[src/rtl/reg_file_ctx_pkg.sv]
// rtl/reg_file_ctx_pkg.sv - shared register indices, flag bit positions and FSM states
package reg_file_ctx_pkg;

    localparam int R_Bits         = 14;
    localparam int R_BranchTarget = 15;

    // Carry is written and read back through the same flag bit.
    localparam int CarryInBit   = 0;
    localparam int CarryOutBit  = 0;
    localparam int BranchDirBit = 1;

    typedef enum logic {
        IDLE     = 1'b0,
        CLEARING = 1'b1
    } state_t;

endpackage

[src/rtl/reg_file_ctx_if.sv]
// rtl/reg_file_ctx_if.sv - register file access bus with master and slave views
interface reg_file_ctx_if #(
    parameter int W = 8,
    parameter int D = 4
);
    logic [D-1:0] RegSrc1;
    logic [D-1:0] RegSrc2;
    logic [D-1:0] RegDest;
    logic [W-1:0] WriteInput;
    logic         WriteReg;
    logic         CarryWrite;
    logic         CarryOutValue;
    logic         Save;
    logic         Restore;
    logic         Clear;
    logic [W-1:0] Out1;
    logic [W-1:0] Out2;
    logic         CarryInValue;
    logic         BranchDir;
    logic [W-1:0] BranchTargetRegister;
    logic         Busy;
    logic         ShadowValid;

    modport master (
        output RegSrc1, RegSrc2, RegDest, WriteInput, WriteReg,
               CarryWrite, CarryOutValue, Save, Restore, Clear,
        input  Out1, Out2, CarryInValue, BranchDir, BranchTargetRegister,
               Busy, ShadowValid
    );

    modport slave (
        input  RegSrc1, RegSrc2, RegDest, WriteInput, WriteReg,
               CarryWrite, CarryOutValue, Save, Restore, Clear,
        output Out1, Out2, CarryInValue, BranchDir, BranchTargetRegister,
               Busy, ShadowValid
    );

endinterface

[src/rtl/reg_file_ctx.sv]
// rtl/reg_file_ctx.sv - register file with shadow context bank and sequenced clear
module reg_file_ctx
    import reg_file_ctx_pkg::*;
#(
    parameter int W         = 8,
    parameter int D         = 4,
    parameter int FLAGS_REG = R_Bits,
    parameter int BT_REG    = R_BranchTarget
) (
    input  logic          CLK,
    input  logic          init,
    reg_file_ctx_if.slave bus
);

    localparam int           NREGS     = 2 ** D;
    localparam logic [D-1:0] FLAGS_IDX = D'(FLAGS_REG);
    localparam logic [D-1:0] BT_IDX    = D'(BT_REG);
    localparam logic [D-1:0] LAST_IDX  = D'(NREGS - 1);

    logic [W-1:0] live   [NREGS];
    logic [W-1:0] shadow [NREGS];
    logic         shadow_valid;
    state_t       state;
    logic [D-1:0] ptr;
    logic         busy;

    assign busy = (state == CLEARING);

    always_ff @(posedge CLK or posedge init) begin
        if (init) begin
            for (int i = 0; i < NREGS; i++) begin
                live[i]   <= '0;
                shadow[i] <= '0;
            end
            shadow_valid <= 1'b0;
            state        <= IDLE;
            ptr          <= '0;
        end else begin
            case (state)
                IDLE: begin
                    if (bus.Clear) begin
                        state <= CLEARING;
                        ptr   <= '0;
                    end else if (bus.Restore && shadow_valid) begin
                        live <= shadow;
                    end else begin
                        if (bus.Save) begin
                            shadow       <= live;
                            shadow_valid <= 1'b1;
                        end
                        if (bus.WriteReg) begin
                            live[bus.RegDest] <= bus.WriteInput;
                        end
                        // Later assignment wins, so the carry bit overrides a same-cycle flags write.
                        if (bus.CarryWrite) begin
                            live[FLAGS_IDX][CarryOutBit] <= bus.CarryOutValue;
                        end
                    end
                end
                CLEARING: begin
                    live[ptr] <= '0;
                    ptr       <= ptr + 1'b1;
                    if (ptr == LAST_IDX) begin
                        state <= IDLE;
                    end
                end
                default: state <= IDLE;
            endcase
        end
    end

    assign bus.Out1 = (!busy && bus.WriteReg && (bus.RegDest == bus.RegSrc1))
                      ? bus.WriteInput : live[bus.RegSrc1];
    assign bus.Out2 = (!busy && bus.WriteReg && (bus.RegDest == bus.RegSrc2))
                      ? bus.WriteInput : live[bus.RegSrc2];

    assign bus.CarryInValue         = live[FLAGS_IDX][CarryInBit];
    assign bus.BranchDir            = live[FLAGS_IDX][BranchDirBit];
    assign bus.BranchTargetRegister = live[BT_IDX];
    assign bus.Busy                 = busy;
    assign bus.ShadowValid          = shadow_valid;

endmodule
[src/flat_wrapper.sv]
// flat-port wrapper written by rule: the top's interface ports become plain ports
module reg_file_ctx_flat import reg_file_ctx_pkg::*;
#(
    parameter int W         = 8,
    parameter int D         = 4,
    parameter int FLAGS_REG = R_Bits,
    parameter int BT_REG    = R_BranchTarget
)
  (CLK, init, bus_RegSrc1, bus_RegSrc2, bus_RegDest, bus_WriteInput, bus_WriteReg, bus_CarryWrite, bus_CarryOutValue, bus_Save, bus_Restore, bus_Clear, bus_Out1, bus_Out2, bus_CarryInValue, bus_BranchDir, bus_BranchTargetRegister, bus_Busy, bus_ShadowValid);
  reg_file_ctx_if #(.W(W), .D(D)) bus_i ();
  input  logic CLK;
  input  logic init;
  input wire logic [$bits(bus_i.RegSrc1)-1:0] bus_RegSrc1;
  input wire logic [$bits(bus_i.RegSrc2)-1:0] bus_RegSrc2;
  input wire logic [$bits(bus_i.RegDest)-1:0] bus_RegDest;
  input wire logic [$bits(bus_i.WriteInput)-1:0] bus_WriteInput;
  input wire logic [$bits(bus_i.WriteReg)-1:0] bus_WriteReg;
  input wire logic [$bits(bus_i.CarryWrite)-1:0] bus_CarryWrite;
  input wire logic [$bits(bus_i.CarryOutValue)-1:0] bus_CarryOutValue;
  input wire logic [$bits(bus_i.Save)-1:0] bus_Save;
  input wire logic [$bits(bus_i.Restore)-1:0] bus_Restore;
  input wire logic [$bits(bus_i.Clear)-1:0] bus_Clear;
  output wire logic [$bits(bus_i.Out1)-1:0] bus_Out1;
  output wire logic [$bits(bus_i.Out2)-1:0] bus_Out2;
  output wire logic [$bits(bus_i.CarryInValue)-1:0] bus_CarryInValue;
  output wire logic [$bits(bus_i.BranchDir)-1:0] bus_BranchDir;
  output wire logic [$bits(bus_i.BranchTargetRegister)-1:0] bus_BranchTargetRegister;
  output wire logic [$bits(bus_i.Busy)-1:0] bus_Busy;
  output wire logic [$bits(bus_i.ShadowValid)-1:0] bus_ShadowValid;
  assign bus_i.RegSrc1 = bus_RegSrc1;
  assign bus_i.RegSrc2 = bus_RegSrc2;
  assign bus_i.RegDest = bus_RegDest;
  assign bus_i.WriteInput = bus_WriteInput;
  assign bus_i.WriteReg = bus_WriteReg;
  assign bus_i.CarryWrite = bus_CarryWrite;
  assign bus_i.CarryOutValue = bus_CarryOutValue;
  assign bus_i.Save = bus_Save;
  assign bus_i.Restore = bus_Restore;
  assign bus_i.Clear = bus_Clear;
  assign bus_Out1 = bus_i.Out1;
  assign bus_Out2 = bus_i.Out2;
  assign bus_CarryInValue = bus_i.CarryInValue;
  assign bus_BranchDir = bus_i.BranchDir;
  assign bus_BranchTargetRegister = bus_i.BranchTargetRegister;
  assign bus_Busy = bus_i.Busy;
  assign bus_ShadowValid = bus_i.ShadowValid;
  reg_file_ctx #(.W(W), .D(D), .FLAGS_REG(FLAGS_REG), .BT_REG(BT_REG)) u_core (.CLK(CLK), .init(init), .bus(bus_i));
endmodule
[config.mk]
export PLATFORM = sky130hd
export DESIGN_NAME = reg_file_ctx_flat
export DESIGN_NICKNAME = d
export VERILOG_FILES = /design/src/rtl/reg_file_ctx_pkg.sv /design/src/rtl/reg_file_ctx_if.sv /design/src/rtl/reg_file_ctx.sv /design/src/flat_wrapper.sv
export SDC_FILE = /design/constraint.sdc
export NUM_CORES = 1
export LEC_CHECK = 0
export ABC_AREA = 1
export BUFFER_PORTS_ARGS = -buffer_cell sky130_fd_sc_hd__buf_2
export CELL_PAD_IN_SITES_DETAIL_PLACEMENT = 1
export CELL_PAD_IN_SITES_GLOBAL_PLACEMENT = 2
export CORE_AREA = 2 2 203 205
export CTS_BUF_LIST = sky130_fd_sc_hd__clkbuf_4
export CTS_CLUSTER_SIZE = 28
export DETAILED_ROUTE_END_ITERATION = 7
export DIE_AREA = 0 0 205 207
export GPL_TIMING_DRIVEN = 1
export MAX_ROUTING_LAYER = met4
export PLACE_DENSITY_LB_ADDON = 0.1
export SLEW_MARGIN = 20
export SYNTH_ARGS = -nofsm -noshare
export SYNTH_HDL_FRONTEND = slang
export SYNTH_SLANG_ARGS = --single-unit
[constraint.sdc]
create_clock -name CLK -period 12 [get_ports CLK]
set_clock_uncertainty 0.1 [all_clocks]
set_input_delay 1.8 -clock CLK [delete_from_list [all_inputs] [get_ports CLK]]
set_output_delay 1.8 -clock CLK [all_outputs]
set_load 0.02 [all_outputs]
==> flow_summary_export.csv <==
group,metric,value,unit
power,total_power,3.73,mW
run_status,outcome,"complete, no violations",
clock_network,cts_max_path_buffers,3,
logic_synthesis,syn-num-nets,2169,
route,drc,0,
worst_setup_path,cp.required,10100,ps
grt,grt_pass1_vias,14900,
logic_synthesis,netlist-cell-type-count,32,
route,wl,61100,um
final_layout,syn_to_final_growth,9.76,%
power,combPwrFrac,0.374,
grt,grt_max_degree,145,
min_path,hold_class,"flop to flop",
clock_network,cts-hold-fix-buffers,0,
grt,track_usage,0.303,
worst_setup_path,path_class,"input port to output port",
place,port_buffers,55,
route,post_drt_wl_per_cell,22.2,um
timing,drv_slew,0,
clock_network,clock-root-buffer,"clkbuf_4",
timing,setup-violations-final,0,
worst_setup_path,end_kind,"output port",
grt,grt_antenna_before_repair,1,
worst_setup_path,start_kind,"input port",
clock_network,clock_sinks,262,
route,vias_per_cell,5.29,
final_layout,drive_above_1_share,0.110,
timing,rsz0062_at_grt,"no",
worst_setup_path,startpoint,"bus_RegSrc1[0]",
power,p_leak,8.32,nW
timing,setup-tns-final,0,ps
clock_network,cts_setup_buffers,0,
die,core,40400,um2
place,post-place-ws,5710,ps
min_path,hp-start,"u_core.live[36]$_DFFE_PP0P_",
place,gp_congestion,0.902,
worst_setup_path,cp.arrival,4430,ps
final_layout,final_area,16200,um2
worst_setup_path,cp_max_fo,66,
die,fp.dieW,205,um
die,io_pins,56,
clock_network,clk_latency,820,ps
final_layout,nets,2206,
timing,hold_ws,375,ps
timing,setup_ws,5670,ps
power,power.density,230,nW/um2
die,row_count,74,
final_layout,fin_util,0.402,
power,intPower,2.09,mW
route,drt-pass1-iter-count,6,
worst_setup_path,crit-reg2reg-launch,"u_core.bus.Busy$_DFF_PP0_",
logic_synthesis,synth_seq_area_share,0.444,
timing,slew_headroom,0.356,
die,dieHeight,207,um
power,power_frac_clock,0.230,
clock_network,numCtsBuffers,80,
place,dp_hpwl,41800,um
clock_network,htree_levels,3,
logic_synthesis,synthCells,2137,
grt,overflow,0,
grt,grt_pass1_wl,92700,um
timing,worstMarginPinSlew,963,ps
clock_network,cts.clk_slew.worst_paths,50,ps
clock_network,cts_tree,"built",
final_layout,layout.cells.non_filler,2754,
logic_synthesis,yosys_register_bits,262,
route,vias,14600,
logic_synthesis,synth.avg_cell_area,6.91,um2
timing,layout_min_cycle_time,6330,ps
logic_synthesis,syn-cell-area,14800,um2
place,place_inst,2624,
clock_network,cts-resized-gates,0,
timing,fmax,0.158,GHz
route,drt_iter0_drc,1124,
place,placedInstanceArea,15300,um2
power,switchingPower,1.64,mW
logic_synthesis,ys_warn_count,0,
power,seqPwrFrac,0.395,
die,dieArea,42400,um2
timing,hold_viol,0,
flow_run,maxCapViolations,0,
die,start_util,0.366,
power,switching_share,0.439,
route,drtAntennaViolNets,0,
power,max-vdd-ir-drop,113,uV
timing,fin_crit_sh,0.528,
-- Yosys cell counts --
cell type    n  share of area
nand2_1    999           0.25
o21ai_0    273          0.092
dfrtp_1    262           0.44
nand3_1    229          0.078
inv_1      152          0.039
buf_2       57          0.019
clkbuf_1    40          0.010
nor2_1      21         0.0053
nand3_2     17          0.012
nor2_4      15          0.011
buf_4       13         0.0066
nand4_1     12         0.0051
a21oi_1      7         0.0024
inv_2        7         0.0018
buf_6        6         0.0046
ha_1         4         0.0034
nor2_2       3         0.0013
o21ai_1      3         0.0010
buf_1        2        0.00051
nor3_4       2         0.0022
xor2_1       2         0.0012
a21oi_2      1        0.00059
a22o_1       1        0.00059
and2_1       1        0.00042
clkinv_2     1        0.00034
inv_4        1        0.00042
nand2_2      1        0.00042
nand2_4      1        0.00076
nor3_1       1        0.00034
o211ai_2     1        0.00085
o21ai_2      1        0.00059
xnor2_1      1        0.00059
-- power by group through the flow --
stage	Combinational [mW]	Sequential (mW)	Clock, mW
finish	1.40	1.47	0.859
global route	1.57	1.52	0.934
CTS	1.41	1.47	0.887
detailed placement	1.40	1.48	0
global placement	1.37	1.47	0
floorplan	0.942	1.43	0
-- area by class of cell --
type	instances	area [um2]
Antenna cell	1	2.50
Tap cell	532	666
Clock buffer	112	841
Inverter	161	621
Multi-Input combinational cell	1596	7010
Clock inverter	17	90.1
Fill cell	5274	24200
Sequential cell	262	6560
Timing Repair Buffer	73	427
-- critical path, stage by stage --
cell and delay [ps]:
buf_2 110, buf_4 340, inv_2 450, buf_4 510, o21ai_0 150, nor2_1 160, nand3_2 190, inv_2 220
nand2_1 80, nand2_1 160, buf_2 200
-- cell usage in the layout (no fill, tap or decap), drive strengths merged --
cell,count
nand2,1001
o21ai,277
dfrtp,262
nand3,246
inv,162
clkbuf,112
buf,73
nor2,39
clkinv,15
nand4,12
a21oi,8
ha,4
nor3,3
xor2,2
diode,1
o211ai,1
xnor2,1
a22o,1
and2,1
bufinv,1
-- logic make-up after synthesis --
family	share of synthesized area
AND/OR/NAND/NOR	0.370
AO/OA/AOI/OAI	0.0985
buffers and inverters	0.0823
flip-flops	0.444
adder cells (fa/ha/maj)	0.00339
XOR/XNOR	0.00178
-- registers in the layout, summed over array words and instances, names as in the netlist --
name,flops
u_core.bus.BranchDir,1
u_core.bus.BranchTargetRegister,8
u_core.bus.Busy,1
u_core.bus.CarryInValue,1
u_core.bus.ShadowValid,1
u_core.live,118
u_core.ptr,4
u_core.shadow,128
-- final timing paths --
kind	to	slack [ps]	cells past startpoint
hold reg to reg	u_core.live[36]$_DFFE_PP0P_	380	2
min in group asynchronous	u_core.live[83]$_DFFE_PP0P_	990	2
hold / removal	u_core.live[36]$_DFFE_PP0P_	380	2
setup reg to reg	u_core.shadow[98]$_DFFE_PP0P_	8980	5
max in group asynchronous	u_core.bus.BranchTargetRegister[2]$_DFFE_PP0P_	9420	3
setup / recovery	bus_Out1[0]	5670	11
-- metal layers --
metal | vias up | track usage | share of wire
met3 | 128 | 0.0507 | 0.043
li1 | 6860 | - | -
met2 | 347 | 0.480 | 0.48
met5 | - | - | 0
met4 | 0 | 0.136 | 0.043
met1 | 7222 | 0.379 | 0.43
Power figures use the tool's default switching activity.
